<file path="config.mk">
export PLATFORM = sky130hd
export DESIGN_NAME = demux16_tdm_flat
export DESIGN_NICKNAME = d
export VERILOG_FILES = /design/src/rtl/demux16_tdm_pkg.sv /design/src/rtl/demux16_tdm_if.sv /design/src/rtl/demux16_tdm_slot_ctr.sv /design/src/rtl/demux16_tdm.sv /design/src/flat_wrapper.sv
export SDC_FILE = /design/constraint.sdc
export NUM_CORES = 1
export LEC_CHECK = 0
export CAP_MARGIN = 5
export CORE_AREA = 2 2 59 61
export CTS_BUF_LIST = sky130_fd_sc_hd__clkbuf_4 sky130_fd_sc_hd__clkbuf_8
export CTS_CLUSTER_DIAMETER = 60
export CTS_CLUSTER_SIZE = 12
export DETAILED_ROUTE_END_ITERATION = 10
export DIE_AREA = 0 0 61 63
export DONT_BUFFER_PORTS = 1
export PLACE_DENSITY = 0.66
export SYNTH_ARGS = -nofsm -noshare
export SYNTH_HDL_FRONTEND = slang
export SYNTH_SLANG_ARGS = --single-unit
</file>
<file path="constraint.sdc">
create_clock -name clk -period 3.1 [get_ports clk]
set_input_delay 0.93 -clock clk [delete_from_list [all_inputs] [get_ports clk]]
set_output_delay 0.93 -clock clk [all_outputs]
set_load 0.02 [all_outputs]
</file>
<file path="src/rtl/demux16_tdm_pkg.sv">
// Shared defaults and types for the 16-slot TDM receive demultiplexer.
package demux16_tdm_pkg;

    localparam int NCH_DEF   = 16;
    localparam int SEL_W_DEF = $clog2(NCH_DEF);

    typedef logic [SEL_W_DEF-1:0] slot_idx_t;
    typedef logic [NCH_DEF-1:0]   frame_t;

endpackage

</file>
<file path="src/rtl/demux16_tdm_if.sv">
// Serial-in / frame-out bundle between the TDM link, the demux and its consumer.
interface demux16_tdm_if
    import demux16_tdm_pkg::*;
#(
    parameter int NCH   = NCH_DEF,
    parameter int SEL_W = $clog2(NCH)
);
    logic             din;
    logic             din_valid;
    logic             sof;
    logic [SEL_W-1:0] slot;
    logic [NCH-1:0]   dout;
    logic             out_valid;
    logic             out_ready;
    logic             ovf;
    logic             sync_err;

    modport master (
        output din, din_valid, sof, out_ready,
        input  slot, dout, out_valid, ovf, sync_err
    );

    modport slave (
        input  din, din_valid, sof, out_ready,
        output slot, dout, out_valid, ovf, sync_err
    );
endinterface

</file>
<file path="src/rtl/demux16_tdm_slot_ctr.sv">
// Slot counter (the receive-side select lines): advances on valid bits, restarts on sof.
module tdm_slot_ctr
    import demux16_tdm_pkg::*;
#(
    parameter int NCH   = NCH_DEF,
    parameter int SEL_W = $clog2(NCH)
) (
    input  logic             clk,
    input  logic             rst,
    input  logic             din_valid,
    input  logic             sof,
    output logic [SEL_W-1:0] slot,
    output logic             last_slot,
    output logic             mid_frame_sof
);
    logic [SEL_W-1:0] slot_reg;
    logic [SEL_W-1:0] slot_next;

    assign slot          = slot_reg;
    assign last_slot     = (slot_reg == SEL_W'(NCH - 1));
    assign mid_frame_sof = din_valid && sof && (slot_reg != '0);

    always_comb begin
        slot_next = slot_reg;
        if (din_valid) begin
            if (sof) begin
                // The sof bit itself occupies slot 0, so the next bit lands in slot 1.
                slot_next = SEL_W'(1);
            end else begin
                slot_next = slot_reg + SEL_W'(1);
            end
        end
    end

    always_ff @(posedge clk) begin
        if (rst) begin
            slot_reg <= '0;
        end else begin
            slot_reg <= slot_next;
        end
    end
endmodule

</file>
<file path="src/rtl/demux16_tdm.sv">
// TDM serial-to-parallel demultiplexer with a single-entry valid/ready output stage.
module demux16_tdm
    import demux16_tdm_pkg::*;
#(
    parameter int NCH   = NCH_DEF,
    parameter int SEL_W = $clog2(NCH)
) (
    input logic           clk,
    input logic           rst,
    demux16_tdm_if.slave  bus
);
    logic [SEL_W-1:0] slot;
    logic             last_slot;
    logic             mid_frame_sof;

    logic [NCH-1:0] asm_reg, asm_next;
    logic [NCH-1:0] dout_reg, dout_next;
    logic [NCH-1:0] candidate;
    logic           out_valid_reg, out_valid_next;
    logic           ovf_reg, ovf_next;
    logic           sync_err_reg, sync_err_next;
    logic           complete;
    logic           load;

    tdm_slot_ctr #(
        .NCH   (NCH),
        .SEL_W (SEL_W)
    ) u_slot_ctr (
        .clk           (clk),
        .rst           (rst),
        .din_valid     (bus.din_valid),
        .sof           (bus.sof),
        .slot          (slot),
        .last_slot     (last_slot),
        .mid_frame_sof (mid_frame_sof)
    );

    // Each assembly bit captures din when its slot is addressed; sof always targets bit 0.
    genvar gi;
    generate
        for (gi = 0; gi < NCH; gi++) begin : g_asm
            localparam bit IS_FIRST = (gi == 0);
            logic hit;
            assign hit = bus.din_valid && (bus.sof ? IS_FIRST : (slot == SEL_W'(gi)));
            assign asm_next[gi] = hit ? bus.din : asm_reg[gi];
        end
    endgenerate

    // The final bit is taken straight from din so the frame lands one cycle after it.
    assign candidate = {bus.din, asm_reg[NCH-2:0]};
    assign complete  = bus.din_valid && !bus.sof && last_slot;
    assign load      = complete && (!out_valid_reg || bus.out_ready);

    always_comb begin
        dout_next      = dout_reg;
        out_valid_next = out_valid_reg;
        ovf_next       = complete && out_valid_reg && !bus.out_ready;
        sync_err_next  = mid_frame_sof;
        if (load) begin
            dout_next      = candidate;
            out_valid_next = 1'b1;
        end else if (out_valid_reg && bus.out_ready) begin
            out_valid_next = 1'b0;
        end
    end

    always_ff @(posedge clk) begin
        if (rst) begin
            asm_reg       <= '0;
            dout_reg      <= '0;
            out_valid_reg <= 1'b0;
            ovf_reg       <= 1'b0;
            sync_err_reg  <= 1'b0;
        end else begin
            asm_reg       <= asm_next;
            dout_reg      <= dout_next;
            out_valid_reg <= out_valid_next;
            ovf_reg       <= ovf_next;
            sync_err_reg  <= sync_err_next;
        end
    end

    assign bus.slot      = slot;
    assign bus.dout      = dout_reg;
    assign bus.out_valid = out_valid_reg;
    assign bus.ovf       = ovf_reg;
    assign bus.sync_err  = sync_err_reg;
endmodule

</file>
<file path="src/flat_wrapper.sv">
// flat-port wrapper written by rule: the top's interface ports become plain ports
module demux16_tdm_flat import demux16_tdm_pkg::*;
#(
    parameter int NCH   = NCH_DEF,
    parameter int SEL_W = $clog2(NCH)
)
  (clk, rst, bus_din, bus_din_valid, bus_sof, bus_out_ready, bus_slot, bus_dout, bus_out_valid, bus_ovf, bus_sync_err);
  demux16_tdm_if #(.NCH(NCH), .SEL_W(SEL_W)) bus_i ();
  input logic clk;
  input logic rst;
  input wire logic [$bits(bus_i.din)-1:0] bus_din;
  input wire logic [$bits(bus_i.din_valid)-1:0] bus_din_valid;
  input wire logic [$bits(bus_i.sof)-1:0] bus_sof;
  input wire logic [$bits(bus_i.out_ready)-1:0] bus_out_ready;
  output wire logic [$bits(bus_i.slot)-1:0] bus_slot;
  output wire logic [$bits(bus_i.dout)-1:0] bus_dout;
  output wire logic [$bits(bus_i.out_valid)-1:0] bus_out_valid;
  output wire logic [$bits(bus_i.ovf)-1:0] bus_ovf;
  output wire logic [$bits(bus_i.sync_err)-1:0] bus_sync_err;
  assign bus_i.din = bus_din;
  assign bus_i.din_valid = bus_din_valid;
  assign bus_i.sof = bus_sof;
  assign bus_i.out_ready = bus_out_ready;
  assign bus_slot = bus_i.slot;
  assign bus_dout = bus_i.dout;
  assign bus_out_valid = bus_i.out_valid;
  assign bus_ovf = bus_i.ovf;
  assign bus_sync_err = bus_i.sync_err;
  demux16_tdm #(.NCH(NCH), .SEL_W(SEL_W)) u_core (.clk(clk), .rst(rst), .bus(bus_i));
endmodule
</file>
==> impl_metrics.ini, run 1 <==
[outcome]
status = finished, final reports clean

[sta]
period_share_pct = 65.7
relSlewSlack_pct = 55.8
finalSetupTns_ns = 0
finalSetupViolCount = 0
clock_skew_ns = 0.0107
rsz0062_at_grt = false
period_needed_ns = 2.04
hold_violations = 0
slew_violations = 0
max_freq_mhz = 491
max_slew.worst_pin.slew_ns = 0.662
fin_ws_ns = 1.06

[critical_path]
startpoint = u_core.u_slot_ctr.slot[2]
crit_cells = 0
cp_data_arrival_time_ns = 1.11
critPathRequiredTime_ns = 2.17
critPathLaunchType = flop
cp-end-kind = primary output
reg2reg_from = u_core.u_slot_ctr.slot[0]
crit_type = reg2out
reg2reg_to = u_core.bus.dout[15]
critPathCapture = bus_slot[2]
reg2reg_slack_ns = 1.40
worst_r2r_path_depth = 4
worstPathMaxFanout = 13

[cts]
post_cts_resized = 0
insertion_delay_ns = 0.34
clkSlewWorstSetupHoldPaths_ns = 0.11
htreeDepth = 2
cts_sinks = 38
cts_buffers = 5
cts-root-buf = clkbuf_4
clock_path_buffers = 2
cts_tree = yes
holdBufCountCts = 0
post_cts_buffers = 0

[placed_design]
portBuffers = 0
hpwl_um = 1870
placed_cell_area_sq_um = 1660
routabilityCongestion = 0.755
post-place-ws_ns = 1.22

[logic_synthesis]
yosys-top-cells-area = dfxtp_1 (46%), mux2i_1 (19%), nand2b_1 (13%)
ys.warnings.count = 0
yosys_register_bits = 38
synth_area_per_cell_sq_um = 10.1
synth_area_sq_um = 1670
ys_top_cells_by_count = dfxtp_1 (38), nand2b_1 (35), mux2i_1 (32)
synth-edff-count = 0
synth_top_area_share_pct = 45.6
yosysTopAreaCell = dfxtp_1
synth_cell_types = 22
async_flop_share_pct = 0
ys_seq_area_share_pct = 45.6
netlist_instances = 165
synth_nets = 175
synth_most_common_cell = dfxtp_1
synth_flop_cell = dfxtp_1

[power]
netSwitchingPower_mw = 0.174
seqPwrFrac_pct = 57.3
switching_share_pct = 20.0
vdd_ir_drop_max_mv = 0.342
p_leak_nw = 0.669
comb_power_share_pct = 3.0
p_clk_share_pct = 39.6
p_int_mw = 0.694
powerDensity_nw_per_um2 = 497

[worst_hold_path]
hp-class = reg2reg

[route]
vias = 1056
dr.pass1.iters = 4
postRouteAntennaNets = 0
drc_errors = 0
wire_per_inst_um = 13.5
via_per_inst = 5.10
routed_wl_um = 2790
initialDrtViolationCount = 47

[finish]
final_cell_area_sq_um = 1740
antenna_cells = 0
fin_nets = 171
drive_above_1_share_pct = 6.21
syn2layout_area_growth_pct = 4.65
largest_reg_flops = 16

[global_route]
grt_use_total_pct = 17.0
grt_max_degree = 40
overflow = 0
grt_pass1_wl_um = 4950
grt_pass1_vias = 1107
antenna_found_initial = 0

[floorplanning]
coreArea_sq_um = 3230
die_w_um = 61
start_util_pct = 51.6
fp.dieH_um = 63
pin_count = 29
die-area_sq_um = 3840
std_cell_rows = 21

[flow_run]
cap_violations = 0
==> power groups by stage <==
stage	logic, mW	registers [mW]	clock network [mW]
2_1_floorplan	0.0315	0.508	0
3_3_place_gp	0.0260	0.508	0
3_5_place_dp	0.0267	0.509	0
4_1_cts	0.0269	0.498	0.355
5_1_grt	0.0298	0.498	0.372
6_report	0.0264	0.497	0.344
==> layout make-up <==
| type | count | area, sq um |
|---|---|---|
| inverter | 2 | 7.51 |
| clock buffer | 6 | 51.3 |
| sequential | 38 | 761 |
| fill | 316 | 1490 |
| tap | 46 | 57.6 |
| multi-input combinational | 114 | 837 |
| clock inverter | 1 | 30.0 |
==> cells in the final DEF (no fill, tap or decap), drive strengths merged <==
cell type	count
nand3	2
nor2	14
nor3	6
inv	2
clkbuf	6
a21oi	2
mux2i	32
nand2b	35
nand3b	4
nor2b	1
nand4	3
nor3b	3
bufinv	1
o21ai	2
nand2	4
and3b	1
dfxtp	38
ha	4
o22ai	1
==> metal layers <==
layer | track usage (%) | vias to the layer above | wire length [um]
met1 | 21.4 | 487 | 1270
met3 | 7.04 | 4 | 163
met2 | 26.1 | 23 | 1330
li1 | - | 542 | -
met5 | 0 | - | 0
met4 | 5.16 | 0 | 25
==> cell families after synthesis <==
family	synth area share (%)
flip-flops	45.6
multiplexers	19.2
adder cells (fa/ha/maj)	3.00
AND/OR/NAND/NOR	26.4
buffers and inverters	4.13
AO/OA/AOI/OAI	1.58
==> worst min path at each step <==
stage               cells past startpoint          startpoint  slack (ns)                  end
floorplan                               2  u_core.asm_reg[10]        0.46  u_core.bus.dout[10]
detailed placement                      2  u_core.asm_reg[11]        0.47   u_core.asm_reg[11]
finish                                  2  u_core.asm_reg[11]        0.49   u_core.asm_reg[11]
CTS                                     2  u_core.asm_reg[11]        0.49   u_core.asm_reg[11]
global placement                        2   u_core.asm_reg[4]        0.47    u_core.asm_reg[4]
global route                            2   u_core.asm_reg[2]        0.50   u_core.bus.dout[2]
==> through the flow <==
stage	cells	power [mW]	hold WS [ns]	util, %
6_report	207	0.867	0.488	54.0
5_1_grt	207	0.901	0.505	54.0
4_1_cts	207	0.879	0.493	54.0
3_5_place_dp	200	0.535	0.474	51.5
3_3_place_gp	200	0.534	0.472	51.5
2_1_floorplan	165	0.539	0.458	-
No activity file was read; power rests on OpenSTA's default activity.
==> run 2, diff against run 1 <==
==> constraint.sdc (replaced) <==
create_clock -name clk -period 1.9 [get_ports clk]
set_input_delay 0.57 -clock clk [delete_from_list [all_inputs] [get_ports clk]]
set_output_delay 0.57 -clock clk [all_outputs]
set_load 0.02 [all_outputs]
==> run 2 against run 1 <==
Die area unchanged. Utilization unchanged. Count of clock-buffer cells in the layout unchanged. Critical path type unchanged. Critical endpoint unchanged. Highest routed layer unchanged.
==> impl_metrics.ini, run 2 (same netlist as run 1, synthesis figures left out) <==
[sta]
slew_violations = 0
max_slew.worst_pin.slew_ns = 0.591
finalSetupTns_ns = 0
finalSetupViolCount = 0
max_freq_mhz = 584
period_needed_ns = 1.71
relSlewSlack_pct = 60.6
rsz0062_at_grt = false
hold_violations = 0
clock_skew_ns = 0.00621
period_share_pct = 90.1

[placed_design]
hpwl_um = 1900
placed_cell_area_sq_um = 1690
routabilityCongestion = 0.759
portBuffers = 0
place_inst = 204

[finish]
final_cell_mix = dfxtp_1 (38), nand2b_1 (35), mux2i_1 (32), nor2_1 (14), nor3_1 (6)
finalNonFillerCells = 210
final_cell_area_sq_um = 1740
multi_input_area_sq_um = 837
post-route-util_pct = 54.0
fillCellCount = 309
largest_reg_flops = 16
regArea_sq_um = 761
syn2layout_area_growth_pct = 4.65
antenna_cells = 0
final_common_cell = dfxtp_1
fin_nets = 175
drive_above_1_share_pct = 7.93

[route]
postRouteAntennaNets = 0
via_per_inst = 5.16
drc_errors = 0
initialDrtViolationCount = 45
vias = 1083
routed_wl_um = 2770
wire_per_inst_um = 13.2
dr.pass1.iters = 4

[global_route]
antenna_found_initial = 0
grt_max_degree = 40
grt_pass1_wl_um = 4730
overflow = 0
grt_use_total_pct = 16.6
grt_pass1_vias = 1036

[power]
vdd_ir_drop_max_mv = 0.388
p_leak_nw = 0.677
power.total_mw = 1.26
netSwitchingPower_mw = 0.261
comb_power_share_pct = 4.1
seqPwrFrac_pct = 64.2
p_int_mw = 0.996
switching_share_pct = 20.8
p_clk_share_pct = 31.7
powerDensity_nw_per_um2 = 721

[critical_path]
worstPathCellList = buf_4
path_buf_inv = 1
critical-path-slowest-cell = dfxtp_1
critPathRequiredTime_ns = 1.33
max_stage_delay_ns = 0.57
critPathLaunchType = flop
cp-end-kind = primary output
worstPathMaxFanout = 10
crit_family = flip-flops
crit_type = reg2out
cp_data_arrival_time_ns = 1.14

[outcome]
status = finished, final reports clean

[floorplanning]
start_util_pct = 51.6
pin_count = 29
die-area_sq_um = 3840
std_cell_rows = 21
coreArea_sq_um = 3230
fp.dieH_um = 63
die_w_um = 61

[cts]
cts-root-buf = clkbuf_4
cts_tree = yes
cts_sinks = 38
post_cts_resized = 0
holdBufCountCts = 0
clkSlewWorstSetupHoldPaths_ns = 0.10
htreeDepth = 2
insertion_delay_ns = 0.33
clock_path_buffers = 2
post_cts_buffers = 0
cts_buffers = 5

[flow_run]
cap_violations = 0

[worst_hold_path]
hp-class = in2reg
[run 2: changes by cell type in the layout (fill, tap and decap cells not counted), sizes merged]
cell,previous run,this run
buf,0,4
bufinv,1,0
[run 2: path summary, 6_finish.rpt]
kind | slack (ns) | to | depth (start not counted) | from
worst max-delay path | 0.19 | bus_slot[2] | 1 | u_core.u_slot_ctr.slot[2]
worst min-delay path | 0.30 | u_core.u_slot_ctr.slot[2] | 1 | rst
worst min register to register | 0.49 | u_core.asm_reg[4] | 2 | u_core.asm_reg[4]
worst max register to register | 0.38 | u_core.bus.dout[13] | 4 | u_core.u_slot_ctr.slot[1]
[run 2: power groups by stage]
stage / sequential [mW] / clock (mW) / combinational [mW]
after floorplan: 0.828 / 0 / 0.0514
after global placement: 0.825 / 0 / 0.0507
after detailed placement: 0.825 / 0 / 0.0527
after CTS: 0.807 / 0.425 / 0.0529
after global routing: 0.808 / 0.464 / 0.0570
final: 0.807 / 0.398 / 0.0519
[run 2: area by class of cell]
class | instances | area share, %
clock buffer | 6 | 2.94
inverter | 2 | 0.430
multi-input combinational | 114 | 48.0
sequential | 38 | 43.6
tap | 46 | 3.30
timing repair buffer | 4 | 1.72
[run 2: metal layers]
layer | GRT usage [%] | up-vias | wire (um) | share of wire, %
met5 | 0 | - | 0 | 0
met4 | 7.34 | 0 | 15 | 0.54
met3 | 6.83 | 2 | 155 | 5.6
met2 | 23.7 | 25 | 1340 | 48
met1 | 21.6 | 505 | 1260 | 46
li1 | - | 551 | - | -
[run 2: metrics by stage]
stage                     setup slack (ns)  hold WS, ns
after floorplan                      0.390        0.458
after global placement               0.407        0.471
after detailed placement             0.367        0.475
after CTS                            0.153        0.273
after global routing                0.0991        0.256
final                                0.188        0.303
==> run 3, diff against run 2 <==
--- a/config.mk
+++ b/config.mk
@@ -13,6 +13,7 @@
 export DETAILED_ROUTE_END_ITERATION = 10
 export DIE_AREA = 0 0 61 63
 export DONT_BUFFER_PORTS = 1
+export MAX_ROUTING_LAYER = met4
 export PLACE_DENSITY = 0.66
 export SYNTH_ARGS = -nofsm -noshare
 export SYNTH_HDL_FRONTEND = slang
==> run 3 against run 2 <==
Utilization unchanged. Worst hold slack lost 0.0052 ns. Routed wire length up 0.65%. Clock power about the same. Global-route usage increased by 0.44 points. Critical endpoint unchanged. Largest cell class unchanged. Highest routed layer unchanged.
==> impl_metrics.ini, run 3 (same netlist as run 1, synthesis figures left out) <==
[critical_path]
worstPathMaxFanout = 10
cp_data_arrival_time_ns = 1.15
crit_type = reg2out
path_buf_inv = 1
cp-end-kind = primary output
worstPathCellList = buf_4
critical-path-slowest-cell = dfxtp_1
max_stage_delay_ns = 0.57
critPathRequiredTime_ns = 1.33
critPathLaunchType = flop
reg2reg_slack_ns = 0.38
crit_family = flip-flops

[cts]
insertion_delay_ns = 0.33
post_cts_buffers = 0
cts_tree = yes
cts_sinks = 38
holdBufCountCts = 0
htreeDepth = 2
cts-root-buf = clkbuf_4
cts_buffers = 5
clock_path_buffers = 2
clkSlewWorstSetupHoldPaths_ns = 0.10
post_cts_resized = 0

[power]
seqPwrFrac_pct = 64.0
comb_power_share_pct = 4.1
p_leak_nw = 0.677
switching_share_pct = 21.0
p_int_mw = 0.996
netSwitchingPower_mw = 0.264
vdd_ir_drop_max_mv = 0.387
p_clk_share_pct = 31.8
powerDensity_nw_per_um2 = 722

[finish]
antenna_cells = 0
drive_above_1_share_pct = 7.93
largest_reg_flops = 16
finalNonFillerCells = 210
final_common_cell = dfxtp_1
fin_nets = 175
syn2layout_area_growth_pct = 4.65
final_cell_mix = dfxtp_1 (38), nand2b_1 (35), mux2i_1 (32), nor2_1 (14), nor3_1 (6)

[route]
vias = 1088
dr.pass1.iters = 4
postRouteAntennaNets = 0
routed_wl_um = 2790
initialDrtViolationCount = 50
wire_per_inst_um = 13.3
via_per_inst = 5.18
drc_errors = 0

[placed_design]
portBuffers = 0
place_inst = 204
hpwl_um = 1900
routabilityCongestion = 0.769

[floorplanning]
coreArea_sq_um = 3230
start_util_pct = 51.6
std_cell_rows = 21
pin_count = 29
die-area_sq_um = 3840
die_w_um = 61
fp.dieH_um = 63

[global_route]
grt_max_degree = 40
grt_pass1_wl_um = 4730
top_usage_layer = met2
overflow = 0
use_met2_pct = 23.9
grt_pass1_vias = 1034
grt_use_total_pct = 17.0
met1_usage_pct = 21.4
use_met3_pct = 6.83
antenna_found_initial = 0

[sta]
slew_violations = 0
hold_violations = 0
period_needed_ns = 1.72
max_freq_mhz = 582
timing.hold.ws_ns = 0.297
finalSetupTns_ns = 0
period_share_pct = 90.5
relSlewSlack_pct = 60.7
rsz0062_at_grt = false
finalSetupViolCount = 0
clock_skew_ns = 0.00574
max_slew.worst_pin.slew_ns = 0.589

[worst_hold_path]
hp-class = in2reg

[outcome]
status = finished, final reports clean

[flow_run]
cap_violations = 0
-- run 3: metrics by stage --
stage	utilization [%]	setup WS [ns]	power (mW)	area, sq um
4_1_cts	54.0	0.153	1.28	1740
2_1_floorplan	-	0.390	0.880	1670
6_report	54.0	0.181	1.26	1740
5_1_grt	54.0	0.0991	1.33	1740
3_5_place_dp	52.4	0.367	0.878	1690
3_3_place_gp	52.4	0.407	0.876	1690
-- run 3: area by class of cell --
cell class,count,area [sq um]
Clock buffer,6,51.3
Fill cell,309,1490
Inverter,2,7.51
Multi-Input combinational cell,114,837
Sequential cell,38,761
Tap cell,46,57.6
Timing Repair Buffer,4,30.0
-- run 3: routing by layer --
metal | up-vias | wire (um)
met4 | 0 | 36
met1 | 508 | 1270
li1 | 549 | -
met3 | 4 | 161
met2 | 27 | 1320
met5 | - | 0
-- run 3: worst paths after layout --
check | cells past startpoint | startpoint | endpoint
min | 1 | rst | u_core.u_slot_ctr.slot[1]
max | 1 | u_core.u_slot_ctr.slot[2] | bus_slot[2]
min reg2reg | 2 | u_core.asm_reg[0] | u_core.bus.dout[0]
max reg2reg | 4 | u_core.u_slot_ctr.slot[1] | u_core.bus.dout[15]
-- run 3: power by group through the flow --
stage	Combinational [mW]	Clock, mW	Sequential [mW]
5_1_grt	0.0570	0.464	0.808
2_1_floorplan	0.0514	0	0.828
3_3_place_gp	0.0507	0	0.825
6_report	0.0519	0.401	0.807
3_5_place_dp	0.0527	0	0.825
4_1_cts	0.0529	0.425	0.807
